--- src/rtl/sound_sample_dma.sv ---
// Fetches 32-bit sample words from memory and streams them, little-endian byte by byte,
// into the sound core buffer, with optional looping and a per-pass done interrupt.
module sound_sample_dma #(
  parameter int BUFFER_DEPTH = 512
) (
  input  logic        clk,
  input  logic        reset,
  input  logic [31:0] startAddrIn,
  input  logic [15:0] lengthIn,
  input  logic        loopEnIn,
  input  logic        doneIreIn,
  input  logic        configLoadEn,
  input  logic        startEn,
  input  logic        stopEn,
  output logic        memReadReq,
  output logic [31:0] memAddress,
  input  logic        memReadAck,
  input  logic [31:0] memReadData,
  input  logic [9:0]  wordCount,
  output logic [7:0]  bufferDataOut,
  output logic        bufferLoadEn,
  output logic        busy,
  output logic [15:0] wordsRemaining,
  output logic        doneIrq
);

  localparam int          DATA_W     = 32;
  localparam logic [31:0] FILL_LIMIT = 32'(BUFFER_DEPTH - 4);

  typedef enum logic [2:0] {
    IDLE,
    CHECK,
    REQ,
    UNPACK,
    DRAIN
  } state_t;

  state_t state, nextState;

  logic [31:2]       cfgAddr;
  logic [15:0]       cfgLength;
  logic              cfgLoopEn;
  logic              cfgDoneIre;

  logic [31:2]       curAddr;
  logic [15:0]       remaining;
  logic [1:0]        byteIdx;
  logic [DATA_W-1:0] wordData_p1;

  logic              loadBlock;
  logic              reloadBlock;
  logic              captureWord;
  logic              passDone;
  logic              roomForWord;

  // Byte lanes are word-aligned by construction, so the low address bits are dropped.
  logic              unusedAddrBits;
  assign unusedAddrBits = ^startAddrIn[1:0];

  function automatic logic [7:0] selectByte(input logic [DATA_W-1:0] word,
                                            input logic [1:0]        idx);
    logic [7:0] b;
    case (idx)
      2'd0:    b = word[7:0];
      2'd1:    b = word[15:8];
      2'd2:    b = word[23:16];
      default: b = word[31:24];
    endcase
    return b;
  endfunction

  assign roomForWord = ({22'd0, wordCount} <= FILL_LIMIT);

  always_comb begin
    nextState   = state;
    loadBlock   = 1'b0;
    reloadBlock = 1'b0;
    captureWord = 1'b0;
    passDone    = 1'b0;
    case (state)
      IDLE: begin
        if (!stopEn && startEn && (cfgLength != 16'd0)) begin
          loadBlock = 1'b1;
          nextState = CHECK;
        end
      end
      CHECK: begin
        if (stopEn)
          nextState = IDLE;
        else if (roomForWord)
          nextState = REQ;
      end
      REQ: begin
        // A stop that coincides with the ack simply drops the returned word.
        if (memReadAck) begin
          if (stopEn) begin
            nextState = IDLE;
          end else begin
            captureWord = 1'b1;
            nextState   = UNPACK;
          end
        end else if (stopEn) begin
          nextState = DRAIN;
        end
      end
      UNPACK: begin
        if (stopEn) begin
          nextState = IDLE;
        end else if (byteIdx == 2'd3) begin
          if (remaining != 16'd0) begin
            nextState = CHECK;
          end else begin
            passDone = 1'b1;
            // A loop reload with a zero-length config would never fetch, so stop instead.
            if (cfgLoopEn && (cfgLength != 16'd0)) begin
              reloadBlock = 1'b1;
              nextState   = CHECK;
            end else begin
              nextState = IDLE;
            end
          end
        end
      end
      DRAIN: begin
        if (memReadAck)
          nextState = IDLE;
      end
      default: nextState = IDLE;
    endcase
  end

  always_ff @(posedge clk or posedge reset) begin
    if (reset) begin
      state <= IDLE;
    end else begin
      state <= nextState;
    end
  end

  always_ff @(posedge clk or posedge reset) begin
    if (reset) begin
      cfgAddr    <= '0;
      cfgLength  <= '0;
      cfgLoopEn  <= 1'b0;
      cfgDoneIre <= 1'b0;
    end else if (configLoadEn) begin
      cfgAddr    <= startAddrIn[31:2];
      cfgLength  <= lengthIn;
      cfgLoopEn  <= loopEnIn;
      cfgDoneIre <= doneIreIn;
    end
  end

  always_ff @(posedge clk or posedge reset) begin
    if (reset) begin
      curAddr   <= '0;
      remaining <= '0;
      byteIdx   <= '0;
      doneIrq   <= 1'b0;
    end else begin
      if (loadBlock || reloadBlock) begin
        curAddr   <= cfgAddr;
        remaining <= cfgLength;
      end else if (captureWord) begin
        curAddr   <= curAddr + 30'd1;
        remaining <= remaining - 16'd1;
      end
      if (captureWord)
        byteIdx <= 2'd0;
      else if (state == UNPACK)
        byteIdx <= byteIdx + 2'd1;
      doneIrq <= passDone && cfgDoneIre;
    end
  end

  // Stage p1: fetched word held while its four bytes are unpacked
  always_ff @(posedge clk) begin
    if (captureWord)
      wordData_p1 <= memReadData;
  end

  assign memReadReq     = (state == REQ) || (state == DRAIN);
  assign memAddress     = {curAddr, 2'b00};
  assign bufferLoadEn   = (state == UNPACK);
  assign bufferDataOut  = bufferLoadEn ? selectByte(wordData_p1, byteIdx) : 8'd0;
  assign busy           = (state != IDLE);
  assign wordsRemaining = remaining;

endmodule

--- config.mk ---
export PLATFORM = sky130hd
export DESIGN_NAME = sound_sample_dma
export DESIGN_NICKNAME = d
export VERILOG_FILES = /design/src/rtl/sound_sample_dma.sv
export SDC_FILE = /design/constraint.sdc
export NUM_CORES = 1
export LEC_CHECK = 0
export ABC_AREA = 1
export BUFFER_PORTS_ARGS = -buffer_cell sky130_fd_sc_hd__buf_2
export CAP_MARGIN = 25
export CORE_MARGIN = 1.5
export CORE_UTILIZATION = 35
export CTS_CLUSTER_SIZE = 40
export DETAILED_ROUTE_END_ITERATION = 8
export PLACE_DENSITY_LB_ADDON = 0.25
export REMOVE_ABC_BUFFERS = 1
export SYNTH_ARGS = -nofsm -noshare
export SYNTH_HDL_FRONTEND = slang
export SYNTH_SLANG_ARGS = --single-unit
--- constraint.sdc ---
create_clock -name clk -period 5.4 [get_ports clk]
set_clock_uncertainty 0.15 [all_clocks]
set_input_delay 0 -clock clk [delete_from_list [all_inputs] [get_ports clk]]
set_output_delay 0 -clock clk [all_outputs]
set_load 0.01 [all_outputs]
### Word-level counts from Yosys, hierarchy flattened

Cells that the tools add are included.

| operators by class | value |
|---|---|
| mux-type cells | 34 |
| add/subtract/negate cells | 3 |
| $lt $le $gt $ge | 1 |
| eq/ne operators | 12 |
| reductions and logical operators | 15 |

Operators by type and width:

| cell | number |
|---|---|
| $mux 30 | 2 |
| $mux 16 | 2 |
| $reduce_bool 16->1 | 2 |
| $add 30x1->30 const B | 1 |
| $mux 3 | 8 |
| $pmux 8 s3 | 1 |
| $mux 1 | 16 |
| $sub 16x1->16 const B | 1 |
| $pmux 3 s5 | 1 |
| $le 10x9->1 const B | 1 |
| $mux 8 | 1 |
| $eq 3x2->1 const B | 2 |
| $mux 2 | 3 |
| $ne 3x3->1 const B | 2 |
| $reduce_and 5->1 | 1 |
| $eq 2x2->1 const B | 2 |
| $logic_and 1x1->1 | 4 |
| $ne 2x2->1 const B | 2 |
| $reduce_bool 2->1 | 2 |
| $eq 3x1->1 const B | 1 |
| $eq 3x3->1 const B | 1 |
| $logic_not 3->1 | 1 |
| $ne 3x2->1 const B | 1 |
| $reduce_bool 3->1 | 1 |
| other kinds (5) | 6 |

| storage, ports and cells | value |
|---|---|
| input port bits | 98 |
| register bits after elaboration | 132 |
| output and inout bits | 60 |
| word-level logic and storage cells | 75 |

### Logic depth before layout (Yosys ltp)

Gate-level depths: netlist (run 1).

| depth | value |
|---|---|
| depth in word-level cells | 9 |
| mapped depth | 11 |
| depth with buffers taken out | 11 |

### Worst setup path before layout (run 1)

OpenSTA, ideal clock, no wires.

| path | value |
|---|---|
| path kind | register to register |
| start point | register state[2] |
| end point | register wordData_p1[0], enable pin |
| library setup time | 0.377 ns |
| arrival time | 1.478 ns |
| buffers on the path | 1 |
| period minus slack after synthesis | 2.005 ns |
| slack | 3.395 ns |
| stages on the path, launching flop included | 5 |
| path through | dfrtp_1 > nor3_1 > nand3_1 > inv_2 > buf_2 |

| between the ends | value |
|---|---|
| longest elaborated chain between the ends | 2 |

RTL lines:

| element | RTL line | RTL |
|---|---|---|
| from (decl) | 38 | `state_t state, nextState;` |
| from (signal assigned) | 136 | `state <= nextState;` |
| $eq 3x2->1 | 80 | `case (state)` |
| $mux 1 | 80 |  |
| net captureWord | 52 | `logic captureWord;` |
| to (signal assigned) | 179 | `wordData_p1 <= memReadData;` |
| to (decl) | 48 | `logic [DATA_W-1:0] wordData_p1;` |

The timed path passes the listed nets, and every way through them passes these cells.
A chain may end at the register's enable or synchronous reset.

### Worst setup path in the final report (run 1)

| path | value |
|---|---|
| start point | register state[2] |
| end point | register curAddr[4] (netlist bit) |

| between the ends | value |
|---|---|
| longest elaborated chain between the ends | 4 |
| elaborated cells between the ends (all ways) | 9 |
| classes of those cells | eq/ne (2); mux (4); reduce/logical (3) |

RTL lines:

| element | RTL line | RTL |
|---|---|---|
| $eq 3x2->1 or $logic_not 3->1 (tied branches) | 80 |  |
| $mux 1 | 80 |  |
| $logic_or 1x1->1 | 161 | `if (loadBlock \|\| reloadBlock) begin` |
| $mux 30 or $reduce_bool 2->1 (tied branches) | - |  |
| to (signal assigned) | 162 | `curAddr <= cfgAddr;` |
| to (signal assigned) | 165 | `curAddr <= curAddr + 30'd1;` |
| to (decl) | 45 | `logic [31:2] curAddr;` |

Several ways; a longest one is shown, not always the timed one.

==> results.txt, run 1 <==
Internal power comes to 0.002642 W. The clock power share is 0.320. In this run the worst path has a maximum fanout of 50.

The number of max-cap violations is 0. The cell at the root of the clock tree is sky130_fd_sc_hd__clkbuf_16. At the pin with the least slew margin, the transition time is 0.6773 ns.

The share of final-layout standard cells stronger than drive strength 1 came out at 0.2439. The final worst hold slack came out at 0.05759 ns. The required time at the endpoint of the critical path is 5.56 ns. The total of hold buffers inserted after clock tree synthesis came out at 87. Grouping stages by cell kind, the critical path spends the most delay in buffers and inverters. The half-perimeter wire length after detailed placement came out at 12060 µm. The arrival time of the worst setup path is 2.92 ns.

The count of final max-slew check failures is 0. Walking the worst path, the cells encountered are nor3_1, nand3_2, buf_4, inv_2, buf_4, nand3_1, nand2_1, nand3_1, nand2_1, inv_1. The share of the cycle needed by the critical path after routing is 0.5104. The number of global-route vias before repair is 6003. Of the post-synthesis cell area, the dominant cell type holds 0.3633. The largest net degree at the start of global routing came out at 54. The worst register-to-register path begins at state[2].

The count of synthesis-stage warnings from yosys came out at 0. The count of final hold-check violations is 0. In this run the tool buffered the top-level ports with 153 buffer cells. Tracing the worst setup path back leads to its startpoint at state[2]. The most common cell after layout, fill and taps aside is sky130_fd_sc_hd__nand2_1. The post-placement setup slack is 2.688 ns.

The number of cells on the critical path is 10. The die is 143.3 µm tall. Summed over all nets, the switching power comes to 0.001459 W.

The detailed router placed 6167 vias in this run. The area added between synthesis and finish came out at 35.48%. Dividing the detail-routed wire length by the instance count gives 14.54 µm. The initial core utilization is 0.3551. The power density over the cells came out at 439.5 nW/µm². The count of antenna-violating nets left after detailed routing came out at 0.

Counting both buffers and inverters, the worst setup path holds a total of 4. In this run the tightest slew margin relative to its limit is 0.5485. The number of distinct library cell variants in the gate-level netlist after synthesis is 33. For this design the static power due to leakage is 4.301 nW. In this run the worst hold path is classified as input port to async pin.

Counting tap cells, the placed design contains a total of 1171 instances. The critical path class is flip-flop to flip-flop. After the last flow step, the layout net total stands at 1118. Counting I/O delays and the setup requirement, the final critical path takes 2.756 ns. The largest incremental delay on the critical path came out at 0.50 ns. Summing every instance area after synthesis gives 6888 µm². STA classifies the critical path startpoint as a flip-flop. Across every metal layer, demand over resource in global routing totals 0.1900.

Setup repair after global routing left no endpoint under its margin. In this run the mean area of a mapped cell was 8.819 µm². The placeable core region came out at 19400 µm². The total routed wirelength came out at 18760 µm. In this run, CTS created clock tree buffers numbering 17. The element type at the critical path end is a flip-flop. The antenna diode count came out at 0. Summed over all instances, the cell type with the most area after synthesis is sky130_fd_sc_hd__dfrtp_1. The post-CTS setup buffer count came out at 0. The insertion delay of the later-clocked pin in the worst-skew pair is 0.41 ns. The aggregate global routing overflow came out at 0. The clock transition at the registers of the reported paths is 0.06 ns.

The number of antenna violations at the first check in global routing came out at 0. The synthesized instance count is 781. Ranked by total cell area, the synthesized netlist is headed by sky130_fd_sc_hd__dfrtp_1 36%, sky130_fd_sc_hd__edfxtp_1 14%, sky130_fd_sc_hd__nand2_1 12%.

The share of the yosys chip area belonging to registers is 0.5028. The worst-case setup margin in the final layout came out at 2.644 ns. The total of endpoints with negative setup slack in the final report came out at 0.

The total number of H-tree levels came out at 4. The sum of negative setup slack came out at 0 ns. Leaving out fill and tap cells, the most frequent cells in the layout are 218 x sky130_fd_sc_hd__nand2_1, 153 x sky130_fd_sc_hd__buf_2, 100 x sky130_fd_sc_hd__dfrtp_1.

In the routed design, unresolved DRC markers number 0. The worst-case vdd ir drop is 0.2236 mV. The number of buffers between clock root and the deepest sink is 2. Of the total power, combinational logic draws 0.307. The fraction of power spent switching nets is 0.3557. The die outline width is 143.3 µm.

TritonCTS built the clock tree. The floorplan step defined a die boundary enclosing 20530 µm². The total iterations of the first detailed-routing run came out at 5. The number of cells on the worst reg-to-reg path came out at 10. The wire length of the first global-routing pass is 30530 µm.

The sink count of the clock tree came out at 132. Excluding fillers, the count of instances in the completed layout stands at 1290. The total of flip-flops plus latches after synthesis is 132. After clock tree synthesis, the repair step resized 0 gates. 158 I/O pins were placed. Using the TritonRoute via totals, the vias-per-cell ratio works out to 4.781. The number of DRC markers after the initial detailed-route iteration is 255.

The run finished with clean final reports. The highest clock rate came out at 362.8 MHz. Row generation in the floorplan step produced 51 rows. The routability congestion estimate from global placement is 0.8560. On the critical path, the stage with the largest delay is an instance of sky130_fd_sc_hd__inv_2. The part of the total power dissipated in sequential elements is 0.374.
## power by group through the flow
| stage | clock [W] | combinational (W) | sequential, W |
|---|---|---|---|
| floorplan | 0 | 0.000721 | 0.00155 |
| global placement | 0 | 0.00120 | 0.00155 |
| detailed placement | 0 | 0.00122 | 0.00155 |
| CTS | 0.00134 | 0.00127 | 0.00153 |
| global route | 0.00139 | 0.00143 | 0.00158 |
| finish | 0.00131 | 0.00126 | 0.00153 |
## Yosys cell counts (all sizes together)
cell type and instances:
nor4 1, o21ai 21, clkbuf 4, xor2 16, nand3b 7, inv 55, dfrtp 100, buf 32
nand4 46, nor2 76, edfxtp 32, and2 2, nand3 77, nor3 7, xnor2 9, ha 8
conb 1, a21oi 10, or2 3, mux2 43, nand2 222, a31oi 8, o211ai 1
## stage by stage
step           area (µm²)  power (W)  utilization
2_1_floorplan        6643   0.002276            -
5_1_grt              9331   0.004393       0.4810
3_5_place_dp         7800   0.002766       0.4021
4_1_cts              9331   0.004151       0.4810
6_report             9331   0.004101       0.4810
3_3_place_gp         7800   0.002745       0.4021
## worst reg2reg max path, cell delays in order (launching register included)
cell	delay (ns)
sky130_fd_sc_hd__dfrtp_1	0.44
sky130_fd_sc_hd__nor3_1	0.31
sky130_fd_sc_hd__nand3_2	0.09
sky130_fd_sc_hd__buf_4	0.30
sky130_fd_sc_hd__inv_2	0.59
sky130_fd_sc_hd__buf_4	0.40
sky130_fd_sc_hd__nand3_1	0.12
sky130_fd_sc_hd__nand2_1	0.08
sky130_fd_sc_hd__nand3_1	0.06
sky130_fd_sc_hd__nand2_1	0.08
sky130_fd_sc_hd__inv_1	0.03
## layout make-up
class | count | area [µm²]
clock inverters | 15 | 235.2
repair buffers | 247 | 1689
clock buffers | 17 | 425.4
well taps | 265 | 331.6
fillers | 1918 | 10070
inverters | 55 | 209.0
multi-input cells | 559 | 2978
flip-flops and latches | 132 | 3463
## layer usage
metal | global-route usage | up-vias | part of all wire
met5 | 0 | - | 0
met4 | 0.05961 | 0 | 0.0093
met3 | 0.04997 | 13 | 0.059
met2 | 0.3089 | 137 | 0.46
met1 | 0.2470 | 2948 | 0.47
li1 | - | 3069 | -
## final timing paths
path,end,slack (ns)
min in group clk,cfgAddr[2],0.10
worst min-delay path,cfgAddr[4],0.06
max in group asynchronous,wordsRemaining[0],3.91
worst max register to register,curAddr[4],2.64
worst min register to register,curAddr[29],0.34
worst max-delay path,curAddr[4],2.64
## sequential cells by signal, indices dropped and copies added, names as in the netlist
signal          flops
state               3
byteIdx             2
cfgLength          16
wordsRemaining     16
curAddr            30
wordData_p1        32
doneIrq             1
cfgLoopEn           1
cfgDoneIre          1
cfgAddr            30
## kinds of logic (layout without fill, tap and decap cells)
group / after synthesis / after routing / share of synthesized area
AND/OR/NAND/NOR: 441 / 441 / 0.2830
flip-flops: 132 / 132 / 0.5028
XOR/XNOR: 25 / 25 / 0.03179
AO/OA/AOI/OAI: 40 / 40 / 0.03088
other: 1 / 2 / 0.0005444
multiplexers: 43 / 43 / 0.07030
buffers and inverters: 91 / 334 / 0.06612
adder cells (fa/ha/maj): 8 / 8 / 0.01453
Note: power is estimated with default switching activity, not from simulation.
==> run 2: changes to the inputs <==
==> constraint.sdc (replaced) <==
create_clock -name clk -period 2.7 [get_ports clk]
set_clock_uncertainty 0.15 [all_clocks]
set_input_delay 0 -clock clk [delete_from_list [all_inputs] [get_ports clk]]
set_output_delay 0 -clock clk [all_outputs]
set_load 0.01 [all_outputs]
==> run 2 against run 1 <==
  * Sequential share of layout area decreased by 0.075 points
  * Worst hold slack worse by 0.051 ns
  * Utilization up 0.097 points
  * Register-to-register slack worse by 2.2 ns
  * Die area unchanged
  * Worst setup slack worse by 2.2 ns
  * First-iteration DRC count is 11% higher
  * Sequential power rose by 100%
  * Critical path type unchanged
  * Largest cell class unchanged
  * Largest power group unchanged
==> results.txt, run 2 (same netlist as run 1, synthesis figures left out) <==
The run finished with clean final reports. The post-CTS setup buffer count is 0 (unchanged). The worst-case vdd ir drop is 0.4590 mV (+110%).

The number of flip-flops in the largest register is 32 (unchanged). The total of hold buffers inserted after clock tree synthesis came to 87 (unchanged). Along the worst hold path, the cell count comes to 3.

The placeable core region came to 19400 µm² (unchanged). The overall die area is 20530 µm² (unchanged). Clock tree synthesis selected as its root buffer the cell sky130_fd_sc_hd__clkbuf_16.

The family of cells with the greatest summed delay on the critical path is simple AND/OR/NAND/NOR gates. The dominant cell type by count on the critical path is sky130_fd_sc_hd__nand2_1. The DRC violations left was 0 (unchanged).

The startpoint identified for the worst register-to-register timing path is wordsRemaining[0]. The part of the total power dissipated in sequential elements is 0.382 (+0.008). The global-route met3 utilization is 0.05030 (+0.0003353). The met2 capacity usage during global routing is 0.3064 (-0.002543). TritonCTS built the clock tree.

The via-per-instance ratio is 4.838 (+1.2%). The die span in y came out at 143.3 µm (unchanged). The routed length per instance is 14.79 µm (+1.7%).

The total placed instance area is 7865 µm² (+0.83%). The aggregate global routing overflow came out at 0 (unchanged). The final worst hold slack is 0.006767 ns (-0.05083 ns). The arrival time of the worst setup path came out at 2.41 ns (-0.51 ns). The worst path buffer plus inverter count is 2 (-2). The insertion delay of the later-clocked pin in the worst-skew pair was 0.42 ns (about the same). The maximum fanout along the worst path came to 46 (-8.0%). The total number of H-tree levels is 4 (unchanged).

The count of antenna-violating nets left after detailed routing is 0 (unchanged). The core occupancy in the finished layout is 0.4820 (+0.0009680). The design area is 9350 µm² (+0.20%). The die outline width is 143.3 µm (unchanged). The required time at the endpoint of the critical path came out at 2.86 ns (-2.70 ns). The worst slew slack as a fraction of its limit is 0.5548 (+0.006287).

The total internal power is 0.005116 W (+94%). The worst register-to-register path ends at curAddr[4]. The clock power share came out at 0.302 (-0.018).

The number of global-route vias before repair came out at 6021 (+0.30%). The total routed wirelength came out at 19110 µm (+1.9%). The via count came to 6251 (+1.4%). The total power draw came out at 0.008059 W (+97%). The wire length of the first global-routing pass was 30700 µm (+0.54%). For hold timing, the worst endpoint is cfgLoopEn. Setup repair after global routing left no endpoint under its margin. The slew at the pin closest to its max-slew limit came to 0.6678 ns (-0.009431 ns). The number of I/O port buffers came out at 153 (unchanged). The area taken by multi-input logic gates is 2978 µm² (unchanged). The largest registers in the layout are wordData_p1 x32, cfgAddr x30, curAddr x30. The fraction of power spent switching nets was 0.3652 (+0.009471). The total iterations of the first detailed-routing run came out at 7 (+2).

The antenna diode count came out at 0 (unchanged). The power density over the cells is 861.9 nW/µm² (+96%). The number of gates resized after CTS is 0 (unchanged). Walking the worst path, the cells encountered are inv_1, ha_1, nand3_1, nor2_1, nand2_1, nor2_2, nand2_2, nand2_4, nand2_1, nand2_1, inv_1.

The share of final-layout standard cells stronger than drive strength 1 was 0.2444 (+0.0004987). The peak-usage layer in the global routing report is met2. The worst hold-check path type is input port to flip-flop. The total of fill cells in the finished design is 1886 (-1.7%). The largest incremental delay on the critical path was 0.44 ns (-0.06 ns). The half-perimeter wire length after detailed placement is 12370 µm (+2.6%). The combinational share of power is 0.316 (+0.009). The number of max-cap violations is 0 (unchanged).

The standard-cell row count is 51 (unchanged). The number of buffers inserted during clock tree synthesis is 17 (unchanged). The share of the cycle needed by the critical path after routing came out at 0.8325 (+0.3221). The number of cells on the worst reg-to-reg path came to 11 (+1). The overall global routing resource usage came out at 0.1934 (+0.003466). The register with the most flip-flops in the final layout is wordData_p1. The area added between synthesis and finish is 35.75%. The storage element area came out at 3463 µm² (unchanged). In the layout the commonest cells are 218 x sky130_fd_sc_hd__nand2_1, 153 x sky130_fd_sc_hd__buf_2, 100 x sky130_fd_sc_hd__dfrtp_1. Among all stages on the critical path, the largest delay is contributed by sky130_fd_sc_hd__nand2_4. The routability congestion estimate from global placement came to 0.8644 (+0.98%).

The leakage component of the power was 4.295 nW (-0.15%). The sink count of the clock tree came out at 132 (unchanged). The setup slack of the worst register-to-register path is 0.45 ns (-2.19 ns). The count of final max-slew check failures was 0 (unchanged). The number of buffers between clock root and the deepest sink came out at 2 (unchanged).

STA classifies the critical path startpoint as a flip-flop. The largest net degree at the start of global routing came out at 61 (+13%). The highest clock rate is 444.9 MHz (+23%). The I/O pin total was 158 (unchanged). Tracing the worst setup path back leads to its startpoint at wordsRemaining[0]. Leaving out fill and tap cells, the most frequent cell in the layout is sky130_fd_sc_hd__nand2_1. The number of antenna violations at the first check in global routing is 0 (unchanged). The post-layout minimum cycle time came out at 2.248 ns (-0.5083 ns). The worst setup path is captured at a flip-flop. The count of final hold-check violations is 0 (unchanged).

The layout net count came out at 1120 (+0.18%). The met1 routing resource usage after global routing came out at 0.2568 (+0.009808). The net switching power figure is 0.002943 W (+100%). The initial core utilization is 0.3551 (unchanged).

The critical path class is flip-flop to flip-flop. The clock transition at the registers of the reported paths came to 0.06 ns (about the same). The startpoint identified for the worst hold timing path is configLoadEn. The number of DRC markers after the initial detailed-route iteration was 282 (+11%). The sum of negative setup slack came to 0 ns (unchanged). The total of endpoints with negative setup slack in the final report came out at 0 (unchanged).
## run 2: cell count changes in the layout (fill, tap and decap cells not counted), sizes merged
cell | previous run | this run
bufinv | 6 | 4
clkinvlp | 2 | 4
buf | 160 | 162
clkinv | 6 | 5
clkbuf | 17 | 18
## run 2: final cells by class
class	instances	share of cell area
inverters	55	0.02235
well taps	265	0.03546
clock buffers	18	0.04590
repair buffers	249	0.1876
flip-flops and latches	132	0.3704
multi-input cells	559	0.3185
clock inverters	14	0.01980
## run 2: how the worst max path moves through the flow
stage,slack (ns),depth (start not counted),to
after floorplan,-0.70,8,curAddr[4]
after global placement,0.50,11,curAddr[4]
after detailed placement,0.46,11,curAddr[4]
after CTS,0.43,11,curAddr[4]
after global routing,0.26,11,curAddr[4]
final,0.45,11,curAddr[4]
## run 2: through the flow
stage / instances / setup slack (ns)
floorplan: 746 / -0.7031
global placement: 1173 / 0.4955
detailed placement: 1173 / 0.4583
CTS: 1292 / 0.4325
global route: 1292 / 0.2628
finish: 1292 / 0.4523
## run 2: power by group through the flow
stage | Sequential (W) | Combinational [W] | Clock, W
global route | 0.00318 | 0.00287 | 0.00257
detailed placement | 0.00310 | 0.00245 | 0
CTS | 0.00307 | 0.00257 | 0.00249
floorplan | 0.00311 | 0.00144 | 0
global placement | 0.00309 | 0.00242 | 0
finish | 0.00308 | 0.00255 | 0.00243
## run 2: worst min-delay path, cell delays in order
cell	delay, ns
sky130_fd_sc_hd__buf_2	0.30
sky130_fd_sc_hd__nand2_1	0.13
sky130_fd_sc_hd__o21ai_0	0.07
## run 2: layer usage
layer,vias up,share of wire,routed length (µm)
met4,0,0.016,297
met1,2947,0.45,8621
met5,-,0,0
li1,3077,-,-
met2,204,0.47,8901
met3,23,0.068,1292
==> run 3: changes to the inputs <==
==> constraint.sdc (replaced) <==
create_clock -name clk -period 2 [get_ports clk]
set_clock_uncertainty 0.15 [all_clocks]
set_input_delay 0 -clock clk [delete_from_list [all_inputs] [get_ports clk]]
set_output_delay 0 -clock clk [all_outputs]
set_load 0.01 [all_outputs]
==> run 3 against run 2 <==
  * Sequential share of layout area is 1.6 points lower
  * Non-clock buffer count is 43 higher
  * Die area stayed put
  * Combinational power is 58% higher
  * Utilization is 2.2 points higher
  * Worst hold slack better by 0.017 ns
  * Sequential cell count stayed put
  * Total power is 39% higher
==> results.txt, run 3 (same netlist as run 1, synthesis figures left out) <==
The die span in y came out at 143.3 µm (unchanged). The insertion delay of the later-clocked pin in the worst-skew pair was 0.42 ns (about the same). The top cell types in the final layout, fill and taps aside, are 217 x sky130_fd_sc_hd__nand2_1, 153 x sky130_fd_sc_hd__buf_2, 98 x sky130_fd_sc_hd__dfrtp_1. The storage element area came out at 3466 µm² (about the same).

The share of final-layout standard cells stronger than drive strength 1 came out at 0.2785 (+0.03410). The total iterations of the first detailed-routing run is 5 (-2). The worst slew slack as a fraction of its limit was 0.6407 (+0.08598).

The worst hold path belongs to the class input port to flip-flop. The number of antenna violations at the first check in global routing is 0 (unchanged). The number of I/O port buffers came out at 153 (unchanged).

The worst-case vdd ir drop came to 0.6223 mV (+36%). The sum of negative setup slack is 0 ns (unchanged). The overall die area is 20530 µm² (unchanged). The initial core utilization is 0.3551 (unchanged). The count of antenna-violating nets left after detailed routing is 0 (unchanged). The required time at the endpoint of the critical path is 1.85 ns (-1.01 ns).

The standard-cell row count is 51 (unchanged). The maximum fanout along the worst path is 6 (-87%). The number of buffers between clock root and the deepest sink is 2 (unchanged). Traced cell by cell, the critical path runs through inv_2, nor2_2, nand2_4, clkinvlp_4, o21ai_0, a31oi_1, buf_2. The die outline width came out at 143.3 µm (unchanged). The area growth from synthesis to layout is 42.03%. The critical path class is flip-flop to primary output. The leakage component of the power is 4.518 nW (+5.2%). For this run, the top clock speed supported by timing is 528.9 MHz. The number of instances in the placed design came to 1204 (+2.6%). The post-layout minimum cycle time came out at 1.891 ns. In this design, the largest share of critical-path delay is due to flip-flops. The half-perimeter wire length after detailed placement is 13230 µm (+6.9%). The antenna diode count came out at 0 (unchanged). The total of fill cells in the finished design was 1872 (-0.74%). The via count is 6357 (+1.7%).

The area taken by multi-input logic gates came out at 3005 µm² (+0.92%). The final non-filler cell total is 1335 (+3.3%). The flow ran to the end, and the final reports show no timing, DRC or antenna violations. The number of max-cap violations is 0 (unchanged). The launching element type of the critical path is a flip-flop.

The placeable core region is 19400 µm² (unchanged). The slew at the pin closest to its max-slew limit came out at 0.5389 ns (-0.1290 ns). The clock transition at the registers of the reported paths came out at 0.06 ns (about the same). The routed length per instance is 14.78 µm (about the same).

The largest net degree at the start of global routing was 54 (-11%). The number of global-route vias before repair is 6295 (+4.6%). The worst path buffer plus inverter count is 3 (+1).

The cell at the root of the clock tree is sky130_fd_sc_hd__clkbuf_16. The largest incremental delay on the critical path came out at 0.40 ns (-0.04 ns). The count of final hold-check violations is 0 (unchanged). The via-per-instance ratio came out at 4.762 (-1.6%). The register with the most flip-flops in the final layout is wordData_p1. The sink count of the clock tree came out at 132 (unchanged). The aggregate global routing overflow is 0 (unchanged). The overall global routing resource usage came out at 0.1973 (+0.003855).

The DRC violations left is 0 (unchanged). The arrival time of the worst setup path was 1.74 ns (-0.67 ns). The number of flip-flops in the largest register is 32 (unchanged). The number of DRC markers after the initial detailed-route iteration is 271 (-3.9%). The I/O pin total is 158 (unchanged). The wire length of the first global-routing pass came to 31420 µm (+2.3%).

The library cell used most frequently in the layout, excluding fill and tap cells, is sky130_fd_sc_hd__nand2_1. The total of endpoints with negative setup slack in the final report came to 0 (unchanged). The layout net count came to 1164 (+3.9%). The cell type of the slowest stage on the worst timing path is sky130_fd_sc_hd__dfrtp_1. The total placed instance area came to 8160 µm² (+3.8%).

The routability congestion estimate from global placement is 0.8375 (-3.1%). The total number of H-tree levels came out at 4 (unchanged). The design area is 9783 µm² (+4.6%). The count of final max-slew check failures came to 0 (unchanged). Setup repair after global routing could not meet its margin everywhere. The largest registers in the layout are wordData_p1 x32, cfgAddr x30, curAddr x30. The total routed wirelength is 19730 µm (+3.2%). TritonCTS built the clock tree. The power density over the cells is 1147 nW/µm² (+33%). The element type at the critical path end is a primary output. The share of the cycle needed by the critical path after routing is 0.9453. The number of buffers inserted during clock tree synthesis is 17 (unchanged).
## run 3: cell types whose count changed in the layout (fill, tap and decap cells not counted), sizes merged, moves of 2 or more
| cell | previous run | this run |
|---|---|---|
| buf | 162 | 196 |
| clkbuf | 18 | 24 |
| dlygate4sd3 | 87 | 96 |
| bufinv | 4 | 2 |
| inv | 56 | 54 |
## run 3: timing repair
item | 4_1_cts | 5_1_grt
setup buffers | 0 | 3
hold buffers | 96 | 0
endpoints found under the setup margin | 8 | 54
hold endpoints to repair | 184 | 0
gates resized for setup | 2 | 13
cloned | 0 | 1
pin swaps | 0 | 1
## run 3: cell type report
type / count / share of cell area
timing repair inverter: 1 / 0.0007674
multi-input combinational: 559 / 0.3072
sequential: 132 / 0.3543
timing repair buffer: 292 / 0.2210
clock buffer: 24 / 0.05141
tap: 265 / 0.03389
clock inverter: 7 / 0.009720
inverter: 55 / 0.02174
## run 3: metrics by stage
| stage | hold slack, ns | total power (W) | utilization | setup WS [ns] |
|---|---|---|---|---|
| after floorplan | -0.05113 | 0.006146 | - | -1.403 |
| final | 0.02372 | 0.01123 | 0.5043 | 0.1094 |
| after global placement | -0.06388 | 0.007818 | 0.4207 | 0.09132 |
| after CTS | 0.01688 | 0.01127 | 0.5014 | 0.02876 |
| after detailed placement | -0.06318 | 0.007886 | 0.4207 | 0.04760 |
| after global routing | 0.03516 | 0.01201 | 0.5043 | -0.02123 |
## run 3: worst min-delay path, delay by kind of cell
family / cells / cell delay [ns]
muxes: 1 / 0.25
buffers and inverters: 2 / 0.30
## run 3: layer usage
metal | vias to the layer above | global-route usage | wire (µm)
li1 | 3158 | - | -
met1 | 3006 | 0.2416 | 8822
met2 | 173 | 0.3432 | 9600
met3 | 20 | 0.04762 | 1118
met4 | 0 | 0.05908 | 187
met5 | - | 0 | 0
## run 3: where the power goes
part / internal [W] / leakage [nW] / switching [W]
registers: 0.00338 / 1.50 / 0.000664
logic: 0.00181 / 2.73 / 0.00222
clock network: 0.00200 / 0.291 / 0.00116
## run 3: final timing paths
kind,end,depth (start not counted),slack [ns],start
min in group asynchronous,curAddr[2],3,0.03,reset
max in group asynchronous,curAddr[6],4,1.01,reset
worst min register to register,curAddr[11],2,0.34,cfgAddr[11]
worst max register to register,curAddr[4],12,0.15,wordsRemaining[0]
worst max-delay path,bufferDataOut[1],7,0.11,state[1]
worst min-delay path,cfgAddr[30],3,0.02,configLoadEn
